File: src/rtl/fetch_queue.sv
// rtl/fetch_queue.sv - instruction fetch stage with PC-tagged prefetch FIFO feeding decode
//
// Purpose:
//   Holds the fetch PC, issues word reads to a synchronous instruction memory
//   (1-cycle read latency), buffers returned instructions tagged with their PC
//   in a DEPTH-entry FIFO and presents the FIFO head to decode. A redirect
//   (pc_src) flushes the FIFO and discards the response still in flight.
//
// Optional feature macro: FETCH_PERF_CNT_EN
//   When defined, adds saturating fetch_count (pops) and bubble_count
//   (cycles with valid_if=0 outside reset) outputs.
//
// Ports:
//   clk             clock, all state on rising edge
//   reset           synchronous active-high reset
//   pc_src          redirect request, acts at this edge
//   branch_target   redirect PC, bits [1:0] ignored
//   stall_id        decode cannot accept the head this cycle
//   imem_req        instruction memory read request
//   imem_addr       read address (word aligned)
//   imem_rdata      read data, valid the cycle after imem_req
//   instruction_if  FIFO head instruction
//   cur_pc_if       PC of FIFO head
//   valid_if        head is valid
//   fetch_count     (FETCH_PERF_CNT_EN) number of instructions handed to decode
//   bubble_count    (FETCH_PERF_CNT_EN) number of cycles with no valid head

module fetch_queue #(
  parameter int WORD                  = 64,
  parameter int INSTR_LEN             = 32,
  parameter int DEPTH                 = 4,
  parameter logic [WORD-1:0] RESET_PC = '0
) (
  input  logic                 clk,
  input  logic                 reset,
  input  logic                 pc_src,
  input  logic [WORD-1:0]      branch_target,
  input  logic                 stall_id,
  output logic                 imem_req,
  output logic [WORD-1:0]      imem_addr,
  input  logic [INSTR_LEN-1:0] imem_rdata,
  output logic [INSTR_LEN-1:0] instruction_if,
  output logic [WORD-1:0]      cur_pc_if,
  output logic                 valid_if
`ifdef FETCH_PERF_CNT_EN
  ,
  output logic [31:0]          fetch_count,
  output logic [31:0]          bubble_count
`endif
);

  localparam int AW = $clog2(DEPTH);
  localparam int CW = AW + 1;
  localparam logic [WORD-1:0] ALIGN_MASK = ~WORD'(3);
  localparam logic [WORD-1:0] RST_PC = RESET_PC & ALIGN_MASK;

  logic [WORD-1:0]      pc;
  logic [WORD-1:0]      pend_pc;
  logic                 inflight;
  logic [AW-1:0]        rd_ptr;
  logic [AW-1:0]        wr_ptr;
  logic [CW-1:0]        count;
  logic [INSTR_LEN-1:0] instr_mem [DEPTH];
  logic [WORD-1:0]      pc_mem    [DEPTH];
  logic [INSTR_LEN-1:0] last_instr;
  logic [WORD-1:0]      last_pc;

  logic                 credit_ok;
  logic                 push;
  logic                 pop;
  logic [WORD-1:0]      target_aligned;

  assign target_aligned = branch_target & ALIGN_MASK;

  // Credit counts the response already in flight, so a push can never find
  // the FIFO full without a matching pop.
  assign credit_ok = (count + CW'(inflight)) < CW'(DEPTH);
  assign imem_req  = !reset && !pc_src && credit_ok;
  assign imem_addr = pc;

  // A response returns exactly one cycle after its request. A redirect at
  // the same edge kills it (the whole non-redirect branch below is skipped).
  assign push = inflight;

  assign valid_if = (count != '0);
  assign pop      = valid_if && !stall_id;

  // Head is read straight from FIFO storage; when empty, the last shown
  // values are held so decode sees stable (or zero after reset) outputs.
  assign instruction_if = valid_if ? instr_mem[rd_ptr] : last_instr;
  assign cur_pc_if      = valid_if ? pc_mem[rd_ptr]    : last_pc;

  always_ff @(posedge clk) begin
    if (reset) begin
      pc         <= RST_PC;
      pend_pc    <= '0;
      inflight   <= 1'b0;
      rd_ptr     <= '0;
      wr_ptr     <= '0;
      count      <= '0;
      last_instr <= '0;
      last_pc    <= '0;
    end else begin
      if (valid_if) begin
        last_instr <= instr_mem[rd_ptr];
        last_pc    <= pc_mem[rd_ptr];
      end
      if (pc_src) begin
        pc       <= target_aligned;
        inflight <= 1'b0;
        rd_ptr   <= '0;
        wr_ptr   <= '0;
        count    <= '0;
      end else begin
        if (imem_req) begin
          pc      <= pc + WORD'(4);
          pend_pc <= pc;
        end
        inflight <= imem_req;
        if (pop) begin
          rd_ptr <= rd_ptr + AW'(1);
        end
        if (push) begin
          wr_ptr <= wr_ptr + AW'(1);
        end
        count <= count + CW'(push) - CW'(pop);
      end
    end
  end

  // FIFO storage carries no reset; it is only observed while count != 0.
  always_ff @(posedge clk) begin
    if (!reset && !pc_src && push) begin
      instr_mem[wr_ptr] <= imem_rdata;
      pc_mem[wr_ptr]    <= pend_pc;
      assert (pop || (count != CW'(DEPTH)));
    end
  end

`ifdef FETCH_PERF_CNT_EN
  always_ff @(posedge clk) begin
    if (reset) begin
      fetch_count  <= '0;
      bubble_count <= '0;
    end else begin
      // A pop requested during a redirect is discarded, so it is not counted.
      if (pop && !pc_src && (fetch_count != 32'hFFFF_FFFF)) begin
        fetch_count <= fetch_count + 32'd1;
      end
      if (!valid_if && (bubble_count != 32'hFFFF_FFFF)) begin
        bubble_count <= bubble_count + 32'd1;
      end
    end
  end
`endif

endmodule

File: config.mk
export PLATFORM = sky130hd
export DESIGN_NAME = fetch_queue
export DESIGN_NICKNAME = d
export VERILOG_FILES = /design/src/rtl/fetch_queue.sv
export SDC_FILE = /design/constraint.sdc
export NUM_CORES = 1
export LEC_CHECK = 0
export ABC_AREA = 1
export CORE_ASPECT_RATIO = 2
export CORE_MARGIN = 8
export CORE_UTILIZATION = 45
export CTS_CLUSTER_DIAMETER = 40
export DETAILED_ROUTE_END_ITERATION = 8
export PLACE_DENSITY = 0.76
export SETUP_SLACK_MARGIN = 0.4
export SLEW_MARGIN = 20
export SYNTH_ARGS = -nofsm -noshare
export SYNTH_HDL_FRONTEND = slang
export SYNTH_SLANG_ARGS = --single-unit
File: constraint.sdc
create_clock -name clk -period 16.6 [get_ports clk]
set_clock_uncertainty 0.05 [all_clocks]
set_input_delay 3.32 -clock clk [delete_from_list [all_inputs] [get_ports clk]]
set_output_delay 3.32 -clock clk [all_outputs]
set_load 0.01 [all_outputs]
==> summary.txt <==
Power and ir drop
  – Reg power frac: 52.1%
  – Int Pwr: 2.43 mW
  – Clk pwr share: 40.1%
  – Logic pwr share: 7.8%
  – P_leak: 11.0 nW
  – Psw: 754 µW
  – VDD IR-drop max: 0.0000883 V
  – Switching Share: 23.7%
  – Power Density: 106 nW/µm²

Global route
  – First-pass GRT wire length: 111,000 µm
  – Initial antenna violation count: 1
  – Vias in the first global route: 19,100
  – Largest net degree at the start of global routing: 118
  – GRT Total Usage: 22.5%
  – Overflow left after global routing: 0

Logic synthesis
  – Most common cell in the netlist: nand2_1
  – Syn Inst Count: 2,590
  – Post-synth EDFFs: 376
  – Area contributors post-synth: edfxtp_1, dfxtp_1, nand2_1
  – Async set or reset register ratio after synthesis: 0%
  – Yosys warns: 0
  – Synth area leader: edfxtp_1
  – Distinct cells, synth: 41
  – #FFs+latches synth: 606
  – Post-synth top cells: nand2_1, nor2_1, edfxtp_1
  – Sequential share of the synthesized area: 63.1%
  – Synth Flop Type: edfxtp_1
  – Area of the mapped netlist: 25,200 µm²
  – Yosys top cell area share: 44.8%
  – Syn Area/Cell: 9.72 µm²

Drt
  – Residual DRC: 0
  – DRT Pass-1 Iters: 7
  – Via count: 19,300
  – Final ANT Viol Nets: 0
  – Wirelength, routed: 73,800 µm
  – Drt initial violations: 1,401
  – Routed length per placed instance: 20.6 µm
  – Via/cell ratio: 5.39

Setup path
  – WS Path Type: input pin to primary output
  – R2R depth: 12
  – FF-to-FF Start: count[0]
  – Worst Setup Start Kind: input pin
  – Worst setup EP type: primary output
  – R2R Setup Slk: 12.82 ns
  – WP data required: 13.23 ns
  – CP Data Arrival Time: 5.09 ns
  – Crit path from: pc_src
  – Crit path max fanout: 53
  – Worst reg2reg path endpoint: imem_addr[46]

Timing
  – Final Hold Vio Count: 0
  – Relative slew margins: 26.9%
  – Final worst-path cycle share: 51.0%
  – Sum Neg Setup Slack: 0 ns
  – RSZ-0062 raised after global routing: no
  – Final Critical Period: 8.46 ns
  – Final setup fails: 0
  – Max-slew violations: 0
  – Fmax: 118 MHz
  – Worst-Margin Slew: 1.10 ns

Placement
  – Dpl hpwl: 50,000 µm
  – # port buffers: 257
  – RePlAce Congestion: 1.01

Final layout
  – NumNets Final: 2,895
  – Fillers: 4,863
  – Area Growth Syn to Fin: 19.2%
  – Post-layout util: 54.3%
  – Ratio of cells with drive above 1 in the final layout: 6.88%
  – Diode count: 0

Clocking
  – CTS clk-pin slew, worst paths: 0.06 ns
  – Post-CTS setup buffers: 0
  – Clock Latency Late Sink: 0.61 ns
  – Clock root cell: clkbuf_16
  – CTS hold repair buffers: 0
  – Number of gates resized after cts: 0
  – H-tree depth: 2
  – CTS Sinks: 606
  – TritonCTS clock tree: yes
  – Longest Clk Path Bufs: 3
  – Cts bufs inserted: 55

Floorplan
  – Die area: 64,200 µm²
  – Core Footprint: 55,300 µm²
  – I/O pins: 262
  – Cell Rows: 122
  – Initial Utilization: 45.6%
  – Die Y: 351 µm
  – Die X: 183 µm

Run
  – Max cap viols: 0

Hold path
  – Worst Hold Class: flip-flop to flip-flop
  – Hold EP: last_pc[0]
  – Hold_sp: last_pc[0]
  – Hold path cells: 2

Outcome
  – Status: finished clean
[cells by family (layout without fill, tap and decap cells)]
| family | count (synthesis) | in the layout | share of synthesized area (%) |
|---|---|---|---|
| xor+xnor | 20 | 20 | 0.726 |
| simple gates | 1216 | 1216 | 19.9 |
| compound gates | 438 | 438 | 10.6 |
| buf+inv | 300 | 542 | 5.20 |
| flops | 606 | 606 | 63.1 |
| other cells | 1 | 2 | 0.0149 |
| fa+ha+maj | 9 | 9 | 0.447 |
[sequential cells by signal, indices dropped and copies added, names as in the netlist, 2 cells and up, named ones only]
name,count
count,3
imem_addr,62
instr_mem,128
last_instr,32
last_pc,64
pc_mem,248
pend_pc,62
rd_ptr,2
wr_ptr,2
[worst max path at each step]
stage                 endpoint  slack, ns  cells past startpoint
6_report              imem_req       8.14                      6
5_1_grt               imem_req       8.06                      6
2_1_floorplan  instr_mem[0][0]       8.35                      4
4_1_cts               imem_req       8.10                      6
3_3_place_gp          imem_req       8.12                      6
3_5_place_dp          imem_req       8.10                      6
[per-layer routing]
| layer | track usage [%] | vias up | part of all wire, % |
|---|---|---|---|
| li1 | - | 9179 | - |
| met1 | 25.4 | 9189 | 38 |
| met2 | 39.9 | 758 | 50 |
| met3 | 3.23 | 158 | 5.8 |
| met4 | 13.1 | 2 | 5.7 |
| met5 | 0 | - | 0.018 |
[area by class of cell]
type	instances	area, µm²	area share, %
flip-flops and latches	606	15900	53.0
multi-input cells	1685	8010	26.7
repair buffers	278	2730	9.08
clock buffers	66	1450	4.82
well taps	744	931	3.10
inverters	160	608	2.03
clock inverters	38	393	1.31
[power groups by stage]
stage	registers (mW)	logic [mW]	clock network, mW
2_1_floorplan	1.69	0.123	0
3_3_place_gp	1.69	0.247	0
3_5_place_dp	1.69	0.251	0
4_1_cts	1.66	0.253	1.31
5_1_grt	1.66	0.273	1.36
6_report	1.66	0.250	1.28
[worst max-delay path, cell delays in order]
cell,delay [ns]
buf_2,0.14
nor2_8,0.22
inv_2,0.10
nor2_4,0.11
buf_4,0.52
clkdlybuf4s50_1,0.67
[metrics by stage]
step	cell area, µm²	cells	setup slack [ns]	total power [mW]	hold slack, ns
6_report	30000	3577	8.14	3.19	0.415
5_1_grt	30000	3577	8.06	3.30	0.437
3_5_place_dp	28200	3473	8.10	1.94	0.406
2_1_floorplan	25200	2591	8.35	1.81	0.375
4_1_cts	30000	3577	8.10	3.22	0.416
3_3_place_gp	28200	3473	8.12	1.94	0.382
[cells in the final DEF (no fill, tap or decap), types with 3 or more instances in the layout]
cell,n
a21oi_1,132
a31o_2,23
a31oi_1,9
buf_4,21
bufinv_16,4
clkbuf_1,8
clkbuf_16,55
clkbuf_8,3
clkdlybuf4s50_1,255
clkinv_1,9
clkinv_2,9
clkinv_8,6
clkinvlp_4,3
dfxtp_1,228
edfxtp_1,376
ha_1,9
inv_1,151
inv_2,6
inv_6,7
nand2_1,593
nand2_2,12
nand2_4,3
nand3_1,98
nand3b_1,11
nand4_1,10
nor2_1,439
nor2_2,16
nor2_4,13
nor3_1,14
o211ai_1,4
o21ai_0,165
o21ai_1,7
o32ai_1,94
xor2_1,17
Note: power is estimated with default switching activity, not from simulation.
